`config.mk`:
```
export PLATFORM = sky130hd
export DESIGN_NAME = fpdiv_ctrl
export DESIGN_NICKNAME = d
export VERILOG_FILES = /design/src/rtl/fpdiv_pkg.sv /design/src/rtl/fpdiv_iter_cnt.sv /design/src/rtl/fpdiv_ctrl.sv
export SDC_FILE = /design/constraint.sdc
export NUM_CORES = 1
export LEC_CHECK = 0
export CAP_MARGIN = 0
export CORE_AREA = 5 5 42 44
export CTS_BUF_LIST = sky130_fd_sc_hd__clkbuf_4 sky130_fd_sc_hd__clkbuf_8 sky130_fd_sc_hd__clkbuf_16
export DETAILED_ROUTE_END_ITERATION = 10
export DIE_AREA = 0 0 47 49
export GPL_TIMING_DRIVEN = 0
export PLACE_DENSITY_LB_ADDON = 0.3
export SYNTH_ARGS = -nofsm -noshare
export SYNTH_HDL_FRONTEND = slang
export SYNTH_SLANG_ARGS = --single-unit
```
`constraint.sdc`:
```
create_clock -name clock -period 1.1 [get_ports clock]
set_input_delay 0.275 -clock clock [delete_from_list [all_inputs] [get_ports clock]]
set_output_delay 0.275 -clock clock [all_outputs]
set_load 0.02 [all_outputs]
```
`src/rtl/fpdiv_pkg.sv`:
```
// Shared types and mux-select encodings for the Goldschmidt divider
// sequencer and its datapath.
package fpdiv_pkg;

    typedef enum logic [2:0] {
        S_IDLE   = 3'd0,
        S_INIT_D = 3'd1,
        S_INIT_X = 3'd2,
        S_ITER_N = 3'd3,
        S_ITER_D = 3'd4,
        S_REM    = 3'd5,
        S_DONE   = 3'd6
    } state_e;

    localparam logic [1:0] MUXA_REGA = 2'b00;
    localparam logic [1:0] MUXA_D    = 2'b01;
    localparam logic [1:0] MUXA_IA   = 2'b10;

    localparam logic [1:0] MUXB_D    = 2'b00;
    localparam logic [1:0] MUXB_X    = 2'b01;
    localparam logic [1:0] MUXB_REGB = 2'b10;
    localparam logic [1:0] MUXB_REGC = 2'b11;

endpackage

```
`src/rtl/fpdiv_iter_cnt.sv`:
```
// Refinement counter: clear has priority over increment; tc_o flags the
// last N step so the sequencer can skip the trailing D update.
module fpdiv_iter_cnt #(
    parameter int unsigned ITERS = 3,
    parameter int unsigned CNT_W = 3
) (
    input  logic clock,
    input  logic reset,
    input  logic clr_i,
    input  logic inc_i,
    output logic tc_o
);

    logic [CNT_W-1:0] count_q, count_d;

    always_comb begin
        count_d = count_q;
        if (clr_i) begin
            count_d = '0;
        end else if (inc_i) begin
            count_d = count_q + CNT_W'(1);
        end
    end

    // NOTE: state registers use non-blocking assignments so every flop
    // samples pre-edge values, matching the hardware.
    always_ff @(posedge clock) begin
        if (reset) begin
            count_q <= '0;
        end else begin
            count_q <= count_d;
        end
    end

    assign tc_o = (count_q == CNT_W'(ITERS - 1));

endmodule

```
`src/rtl/fpdiv_ctrl.sv`:
```
// Goldschmidt divider sequencer: Moore FSM stepping the datapath through
// initial approximation, ITERS N/D refinements and the remainder product.
module fpdiv_ctrl
    import fpdiv_pkg::*;
#(
    parameter int unsigned ITERS = 3,
    parameter int unsigned CNT_W = 3
) (
    input  logic       clock,
    input  logic       reset,
    input  logic       start,
    input  logic       abort,
    output logic [1:0] sel_muxa,
    output logic [1:0] sel_muxb,
    output logic       enA,
    output logic       enB,
    output logic       enC,
    output logic       enR,
    output logic       busy,
    output logic       done
);

    state_e state_q, state_d;
    logic   cnt_clr, cnt_inc, last_n;

    fpdiv_iter_cnt #(
        .ITERS (ITERS),
        .CNT_W (CNT_W)
    ) u_iter_cnt (
        .clock (clock),
        .reset (reset),
        .clr_i (cnt_clr),
        .inc_i (cnt_inc),
        .tc_o  (last_n)
    );

    // NOTE: every signal driven here gets a default first, so no path
    // through the case can leave it unassigned and infer a latch.
    always_comb begin
        state_d = state_q;
        cnt_clr = 1'b0;
        cnt_inc = 1'b0;
        unique case (state_q)
            S_IDLE: begin
                if (start && !abort) begin
                    state_d = S_INIT_D;
                    cnt_clr = 1'b1;
                end
            end
            S_INIT_D: state_d = S_INIT_X;
            S_INIT_X: state_d = S_ITER_N;
            S_ITER_N: begin
                cnt_inc = 1'b1;
                state_d = last_n ? S_REM : S_ITER_D;
            end
            S_ITER_D: state_d = S_ITER_N;
            S_REM:    state_d = S_DONE;
            S_DONE:   state_d = S_IDLE;
            default:  state_d = S_IDLE;
        endcase

        // Abort drops straight back to IDLE; datapath registers keep whatever
        // they last captured.
        if (abort && state_q != S_IDLE) begin
            state_d = S_IDLE;
            cnt_clr = 1'b1;
            cnt_inc = 1'b0;
        end
    end

    always_ff @(posedge clock) begin
        if (reset) begin
            state_q <= S_IDLE;
        end else begin
            state_q <= state_d;
        end
    end

    always_comb begin
        sel_muxa = MUXA_REGA;
        sel_muxb = MUXB_D;
        enA      = 1'b0;
        enB      = 1'b0;
        enC      = 1'b0;
        enR      = 1'b0;
        busy     = (state_q != S_IDLE);
        done     = 1'b0;
        unique case (state_q)
            S_INIT_D: begin
                sel_muxa = MUXA_IA;
                sel_muxb = MUXB_D;
                enA      = 1'b1;
                enC      = 1'b1;
            end
            S_INIT_X: begin
                sel_muxa = MUXA_IA;
                sel_muxb = MUXB_X;
                enB      = 1'b1;
            end
            S_ITER_N: begin
                sel_muxa = MUXA_REGA;
                sel_muxb = MUXB_REGB;
                enB      = 1'b1;
            end
            S_ITER_D: begin
                sel_muxa = MUXA_REGA;
                sel_muxb = MUXB_REGC;
                enA      = 1'b1;
                enC      = 1'b1;
            end
            S_REM: begin
                sel_muxa = MUXA_D;
                sel_muxb = MUXB_REGB;
                enR      = 1'b1;
            end
            S_DONE:  done = 1'b1;
            default: ;
        endcase
    end

endmodule

```
==> run metrics <==
ys flop type=dfxtp_1; first-pass GRT wire length=2.021 mm; Fmax=672.3 MHz; area leader, netlist=dfxtp_1; HP Class=reg2reg; Synth Warn #=0; Die H=49 um; Post-DRT Antenna Nets=0; DRC=0; Max H-tree Level=1; Die W=47 um; Critical Path RT=0.82 ns; unrepaired setup endpoints after global routing=true; Skew-Pair Late Insertion Delay=0.25 ns; Peak supply drop=0.3887 mV; Num CTS Buffers=3; Overall Global Routing Usage=0.1200; post-synthesis async set-or-reset flop share=0; crit end category=output port; Final Worst Setup Slack=-0.3874 ns; DP Worst Slack=-0.6203 ns; CTS Sinks=6; Yosys reg bits=6; drt total wl=1.152 mm; kind of critical path=reg2out; sequential cell area fraction in the yosys report=0.2849; CP Max Fanout=6; R2R cell count=5; DR vias=485; Crit-path slowest cell=dfxtp_4; vias in the first global route=481; M1 wire length=448 um; Area Overhead vs Synth=109.8%; cells along the critical path=buf_8 -> xnor2_2 -> nor2_4 -> buf_6 -> buf_4; Root Driver=clkbuf_4; Worst EP arrival=1.21 ns; routed wl met2=616 um; syn_area_per_cell=8.109 um^2; net count after synthesis=58; Slew Limit Fails=0; Synth area leaders=dfxtp_1 28%, nor2_1 7.1%, xnor2_1 6.2%, ha_1 5.9%, buf_6 5.3%; startpoint types=register; ANT cells=0; Final Cycle Share=1.352; HPWL after DPL=726.8 um; initial core utilization=0.3009; Slew HR=0.8511; routability cong.=0.6870; CTS tree=built; Reg clk slew, reported paths=0.05 ns; Pre-antenna DRT Iters=2; Post-synth EDFFs=0; input/output buffers=13; Via density=4.949; Final TNS setup=-4.056 ns; Tmin final=1.487 ns; Syn Inst Count=52; Worst Tran Pin Value=0.2223 ns; wire length per cell=11.76 um; Max Clock Skew=0.004936 ns; cts hold-fix bufs=0; Core Region=1401 um^2; Max-cap violations=0; I/O pin count=14; share of the synthesized area in the top cell type=0.2849; worst stage delay on the critical path=0.35 ns; die area=2303 um^2; status=finished with violations; initial antenna violation count=0; Max Root-Sink Buffers=2; hold path depth=2; total gr overflow=0; DRT iter0 DRCs=3; layout cell share with drive strength beyond 1=0.6707; post-synth cell types=23; cell row count=14; largest net degree at the start of global routing=9; final hold slack=0.4884 ns; failing checks=setup timing; Post-Syn Area=421.7 um^2; final setup fails=15; top sig layer=met4; Final #Nets=90; LEAKAGE=0.3536 nW; Final Hold Fails=0; Met3 Routed Length=78 um; PwrDens=688.2 nW/um^2
## cell usage in the layout, fill, tap and decap left out, types with 2 or more instances in the layout
master           instances
a21oi_2                  2
clkdlybuf4s50_1          2
dfxtp_2                  2
ha_1                     2
clkbuf_4                 3
inv_1                    3
nor2_2                   2
dfxtp_1                  3
nor2_1                   3
buf_4                   14
buf_8                    3
nand2_1                  5
o21ai_0                  2
xnor2_2                  2
buf_6                   11
nor2_4                   3
## registers in the layout, summed over array words and instances, names as in the netlist
name	flops
state_q	3
u_iter_cnt.count_q	3
## critical path: cells and delay by family (launching register included)
family	cells	cell delay [ns]
buffers and inverters	3	0.34
XOR/XNOR	1	0.14
flip-flops	1	0.35
AND/OR/NAND/NOR	1	0.13
## kinds of logic (layout without fill, tap and decap cells)
kind of cell,Yosys count,after routing,share of synthesized area
compound gates,9,9,0.1543
xor+xnor,3,3,0.06233
flops,6,6,0.2849
simple gates,23,23,0.3027
fa+ha+maj,2,2,0.05934
buf+inv,9,39,0.1365
## layer usage
layer	up-vias	track usage
li1	235	-
met1	237	0.1327
met2	11	0.1946
met3	2	0.02214
met4	0	0.08295
met5	-	0
## power by group
part,leakage (nW),internal (W),switching [W]
registers,0.0502,0.000220,0.00000341
logic,0.290,0.0000981,0.0000767
clock network,0.0138,0.000124,0.0000864
total,0.354,0.000442,0.000167
## per-stage QoR
stage / area (um^2) / utilization / cells / power [W]
6_report: 884.6 / 0.6313 / 98 / 0.0006088
5_1_grt: 884.6 / 0.6313 / 98 / 0.0006401
4_1_cts: 789.5 / 0.5634 / 92 / 0.0005892
3_5_place_dp: 633.1 / 0.4518 / 81 / 0.0003446
3_3_place_gp: 633.1 / 0.4518 / 81 / 0.0003434
2_1_floorplan: 483.0 / - / 52 / 0.0003002
## synthesized netlist by cell type (2+ instances only)
library cell  number
inv_1              4
nand2_1            6
xnor2_1            3
nor2_1             8
ha_1               2
o21ai_0            3
dfxtp_1            6
a21oi_1            2
buf_4              2
buf_6              2
a211oi_1           2
## final timing paths
kind | slack (ns) | startpoint | endpoint
max | -0.39 | state_q[0] | enC
min | 0.49 | u_iter_cnt.count_q[0] | u_iter_cnt.count_q[0]
max reg2reg | -0.22 | state_q[2] | u_iter_cnt.count_q[0]
min reg2reg | 0.49 | u_iter_cnt.count_q[0] | u_iter_cnt.count_q[0]
## cell type report
class	instances	area (um^2)
Buffer	5	67.56
Clock buffer	3	22.52
Fill cell	127	516.7
Inverter	4	20.02
Multi-Input combinational cell	37	360.3
Sequential cell	6	126.4
Tap cell	16	20.02
Timing Repair Buffer	27	267.8
## repair_timing
action,CTS,global route
pin swaps,5,5
gates cloned,1,0
buffers inserted,7,6
endpoints found under the setup margin,14,15
resized for setup,67,12
Power figures use the tool's default switching activity.
==> RTL change 1 (same flow settings) <==
Make the reset (`reset`) asynchronous in 2 clocked blocks.
--- a/src/rtl/fpdiv_iter_cnt.sv
+++ b/src/rtl/fpdiv_iter_cnt.sv
@@ -24,7 +24,7 @@
 
     // NOTE: state registers use non-blocking assignments so every flop
     // samples pre-edge values, matching the hardware.
-    always_ff @(posedge clock) begin
+    always_ff @(posedge clock or posedge reset) begin
         if (reset) begin
             count_q <= '0;
         end else begin
--- a/src/rtl/fpdiv_ctrl.sv
+++ b/src/rtl/fpdiv_ctrl.sv
@@ -68,7 +68,7 @@
         end
     end
 
-    always_ff @(posedge clock) begin
+    always_ff @(posedge clock or posedge reset) begin
         if (reset) begin
             state_q <= S_IDLE;
         end else begin
Check against the original RTL: differs if reset is asserted again (counterexample within 4 cycles, from zero or initial values and one cycle with reset high); with reset held inactive, the same outputs for 10 cycles.
==> RTL change 1 against the original RTL <==
  * Count of clock-buffer cells in the layout stayed put
  * Wire length is 31% higher
  * Largest cell class unchanged
  * First-iteration DRC count is 33% lower
  * Worst setup slack worse by 0.060 ns
  * The run still ends with negative setup slack left
  * Highest routed layer unchanged
  * Final cell count is 2.0% lower
  * Clock skew is 0.0034 ns lower
  * Sequential cell count stayed put
  * Area after synthesis is 2.4% higher
  * Final area is 6.6% higher
Power is not compared: it rests on default switching activity, and its combinational part moved more than twofold at a synthesized area within 25%.
==> RTL change 1: results (changes against the original RTL) <==
{| class="wikitable"
! Metric !! Value
|-
| Met2 Usage GRT || 0.215 (was 0.195)
|-
| Via count of the first global-routing pass || 476 (was 481)
|-
| Met2 wire len || 866 µm (was 616 µm)
|-
| Layout buffering overhead excluding clock cells || 0.377 (was 0.379)
|-
| Met1 Wirelength || 588 µm (was 448 µm)
|-
| Largest net degree at the start of global routing || 11 (was 9)
|-
| Failing checks || negative setup slack (unchanged)
|-
| Crit path setup slack, layout || -0.447 ns (was -0.387 ns)
|-
| WL final || 1.51 mm (was 1.15 mm)
|-
| # setup viols final || 15 (unchanged)
|-
| Clock skew || 0.00154 ns (was 0.00494 ns)
|-
| Most area-consuming cells after synthesis || sky130_fd_sc_hd__dfrtp_1 (35%), sky130_fd_sc_hd__xnor2_1 (8.1%), sky130_fd_sc_hd__buf_4 (7.0%) (was sky130_fd_sc_hd__dfxtp_1 (28%), sky130_fd_sc_hd__nor2_1 (7.1%), sky130_fd_sc_hd__xnor2_1 (6.2%))
|-
| Length of routed met3 wiring || 42 µm (was 78 µm)
|-
| Status || finished, violations left (unchanged)
|-
| Sum of negative setup slack || -5.24 ns (was -4.06 ns)
|-
| Post-synth ARST share || 1.00 (was 0)
|-
| Share of the final layout cell area in sequential cells || 0.163 (was 0.143)
|-
| Multi-input gates || 32 (was 37)
|-
| Register-to-register setup slack || -0.32 ns (was -0.22 ns)
|-
| Synthesized netlist net count || 53 (was 58)
|-
| Iteration count of the initial detailed-routing pass || 3 (was 2)
|-
| Met1 Usage GRT || 0.148 (was 0.133)
|-
| Synth Instances || 47 (was 52)
|-
| Number of violations reported at the end of detailed-routing iteration 0 || 2 (was 3)
|-
| Worst setup slack after placement || -0.698 ns (was -0.620 ns)
|}
[RTL change 1: power groups by stage]
| stage | sequential (mW) | clock [mW] | combinational [mW] |
|---|---|---|---|
| after floorplan | 0.252 | 0 | 0.208 |
| after global placement | 0.254 | 0 | 0.305 |
| after detailed placement | 0.255 | 0 | 0.310 |
| after CTS | 0.251 | 0.204 | 0.415 |
| after global routing | 0.259 | 0.217 | 0.535 |
| final | 0.257 | 0.201 | 0.509 |
[RTL change 1: cells by family (layout without fill, tap and decap cells)]
logic type / count (synthesis) / count (layout) / synth area share
fa+ha+maj: 2 / 2 / 0.0580
mux: 1 / 1 / 0.0348
buf+inv: 9 / 42 / 0.116
compound gates: 6 / 6 / 0.0899
xor+xnor: 5 / 5 / 0.101
flops: 6 / 6 / 0.348
simple gates: 18 / 18 / 0.252
[RTL change 1: worst max-delay path by stage]
stage / from / to / slack, ns
after global routing: state_q[2] / sel_muxa[0] / -0.51
after detailed placement: state_q[1] / sel_muxa[0] / -0.70
after global placement: state_q[1] / sel_muxa[0] / -0.68
final: state_q[2] / enC / -0.45
after CTS: state_q[2] / sel_muxa[0] / -0.46
after floorplan: state_q[1] / sel_muxa[0] / -0.24
[RTL change 1: per-stage QoR]
step	hold slack, ns	util
2_1_floorplan	0.0660	-
3_3_place_gp	0.501	0.464
3_5_place_dp	0.508	0.464
4_1_cts	0.251	0.596
5_1_grt	0.273	0.673
6_report	0.250	0.673
[RTL change 1: what timing repair did]
item                                    CTS  global route
cloned                                    0             1
gates resized for setup                  67            18
setup buffers                            15             4
pin swaps                                 4             5
hold buffers                              0             0
endpoints found under the setup margin   14            15
==> RTL change 2 (same flow settings) <==
Made on the original files. `CNT_W` is set to 3 in 2 places; all go to 6.
--- a/src/rtl/fpdiv_iter_cnt.sv
+++ b/src/rtl/fpdiv_iter_cnt.sv
@@ -2,7 +2,7 @@
 // last N step so the sequencer can skip the trailing D update.
 module fpdiv_iter_cnt #(
     parameter int unsigned ITERS = 3,
-    parameter int unsigned CNT_W = 3
+    parameter int unsigned CNT_W = 6
 ) (
     input  logic clock,
     input  logic reset,
--- a/src/rtl/fpdiv_ctrl.sv
+++ b/src/rtl/fpdiv_ctrl.sv
@@ -4,7 +4,7 @@
     import fpdiv_pkg::*;
 #(
     parameter int unsigned ITERS = 3,
-    parameter int unsigned CNT_W = 3
+    parameter int unsigned CNT_W = 6
 ) (
     input  logic       clock,
     input  logic       reset,
Behaviour: same outputs for any inputs over 10 cycles, from zero or initial values; that may be too few to reach the edited logic, so the function may still have changed.
==> RTL change 2 against the original RTL <==
  * The flow still finishes with violations (negative setup slack)
  * Worst hold slack improved by 0.017 ns
  * Clock skew decreased by 0.0020 ns
  * Sequential cell count increased by 3
  * Final area increased by 7.5%
  * Register-to-register slack got worse by 0.13 ns
  * Worst setup slack got worse by 0.030 ns
  * Total power increased by 26%
  * Wire length increased by 27%
  * Area after synthesis increased by 29%
  * Critical path depth unchanged
  * Clock power increased by 38%
  * Final cell count increased by 11%
  * Synthesized cell count increased by 33%
  * Via count increased by 21%
  * Critical path type unchanged
  * Highest routed layer unchanged
==> RTL change 2: results (changes against the original RTL) <==
{| class="wikitable"
! Metric !! Value
|-
| Status || finished, violations left (unchanged)
|-
| Failing checks || negative setup slack (unchanged)
|-
| Clock skew || 0.00294 ns (was 0.00494 ns)
|-
| Number of distinct library cell variants in the gate-level netlist after synthesis || 27 (was 23)
|-
| Leakage power total || 0.347 nW (was 0.354 nW)
|-
| Clock buffer count || 4 (was 3)
|-
| Via count of the first global-routing pass || 557 (was 481)
|-
| Fraction of area in clock buffers and inverters || 0.0316 (was 0.0255)
|-
| Fraction of the yosys area taken by sequential cells || 0.332 (was 0.285)
|-
| Largest registers || u_iter_cnt.count_q x6, state_q x3 (was state_q x3, u_iter_cnt.count_q x3)
|-
| Placement-stage cell area || 781 µm² (was 633 µm²)
|-
| Half-perimeter wire length of the detailed placement result || 941 µm (was 727 µm)
|-
| Worst hold slack after final layout || 0.505 ns (was 0.488 ns)
|-
| Total net switching power || 0.197 mW (was 0.167 mW)
|-
| Layout buffering overhead excluding clock cells || 0.296 (was 0.379)
|-
| GPL Wtd Cong || 0.813 (was 0.687)
|-
| RR Endpoint || u_iter_cnt.count_q[4] (was u_iter_cnt.count_q[0])
|-
| Most area-consuming cells after synthesis || sky130_fd_sc_hd__dfxtp_1 (33%), sky130_fd_sc_hd__a21oi_1 (5.5%), sky130_fd_sc_hd__nor2_1 (4.8%) (was sky130_fd_sc_hd__dfxtp_1 (28%), sky130_fd_sc_hd__nor2_1 (7.1%), sky130_fd_sc_hd__xnor2_1 (6.2%))
|-
| Share of post-route cells with drive strength above 1 || 0.570 (was 0.671)
|-
| Post-Place Cells || 98 (was 81)
|-
| Number of nets in the finished design || 100 (was 90)
|-
| Register-to-register setup slack || -0.35 ns (was -0.22 ns)
|-
| Iteration count of the initial detailed-routing pass || 4 (was 2)
|-
| Buffers outside the clock class || 26 (was 32)
|-
| Sum of negative setup slack || -5.67 ns (was -4.06 ns)
|-
| # setup viols final || 18 (was 15)
|-
| Crit path setup slack, layout || -0.417 ns (was -0.387 ns)
|}
## RTL change 2: changes by cell type in the layout (fill, tap and decap cells not counted), moves of 2 or more
| cell | delta |
|---|---|
| sky130_fd_sc_hd__buf_4 | -8 |
| sky130_fd_sc_hd__a21oi_1 | +3 |
| sky130_fd_sc_hd__buf_2 | +2 |
| sky130_fd_sc_hd__dfxtp_2 | +2 |
| sky130_fd_sc_hd__nand3_1 | +2 |
| sky130_fd_sc_hd__nor2_4 | -2 |
| sky130_fd_sc_hd__o31ai_1 | +2 |
| sky130_fd_sc_hd__or4_1 | +2 |
## RTL change 2: kinds of logic after synthesis
kind of cell	share of synthesized area
buf+inv	0.0945
fa+ha+maj	0.0461
flops	0.332
simple gates	0.295
compound gates	0.184
xor+xnor	0.0484
## RTL change 2: how the worst max path moves through the flow
stage,depth (start not counted),end
detailed placement,5,u_iter_cnt.count_q[5]
finish,5,enC
floorplan,4,sel_muxa[0]
CTS,3,busy
global placement,5,u_iter_cnt.count_q[5]
global route,5,sel_muxa[0]
## RTL change 2: repair_timing
| item | in CTS | in global routing |
|---|---|---|
| setup endpoints to repair | 17 | 18 |
| pin swaps | 3 | 5 |
| cloned | 2 | 0 |
| hold buffers | 0 | 0 |
| gates resized for setup | 60 | 13 |
| setup buffers | 4 | 1 |
## RTL change 2: worst max-delay path, stage by stage (launching register included)
cell and delay [ns]:
sky130_fd_sc_hd__dfxtp_2 0.34, sky130_fd_sc_hd__buf_8 0.14, sky130_fd_sc_hd__xnor2_2 0.20, sky130_fd_sc_hd__nor2_4 0.05, sky130_fd_sc_hd__buf_6 0.10, sky130_fd_sc_hd__buf_4 0.14
## RTL change 2: layer usage
metal  share of wire  GRT usage
met5               0          0
met4           0.026     0.0829
met3           0.060     0.0332
met2            0.51      0.233
met1            0.41      0.157
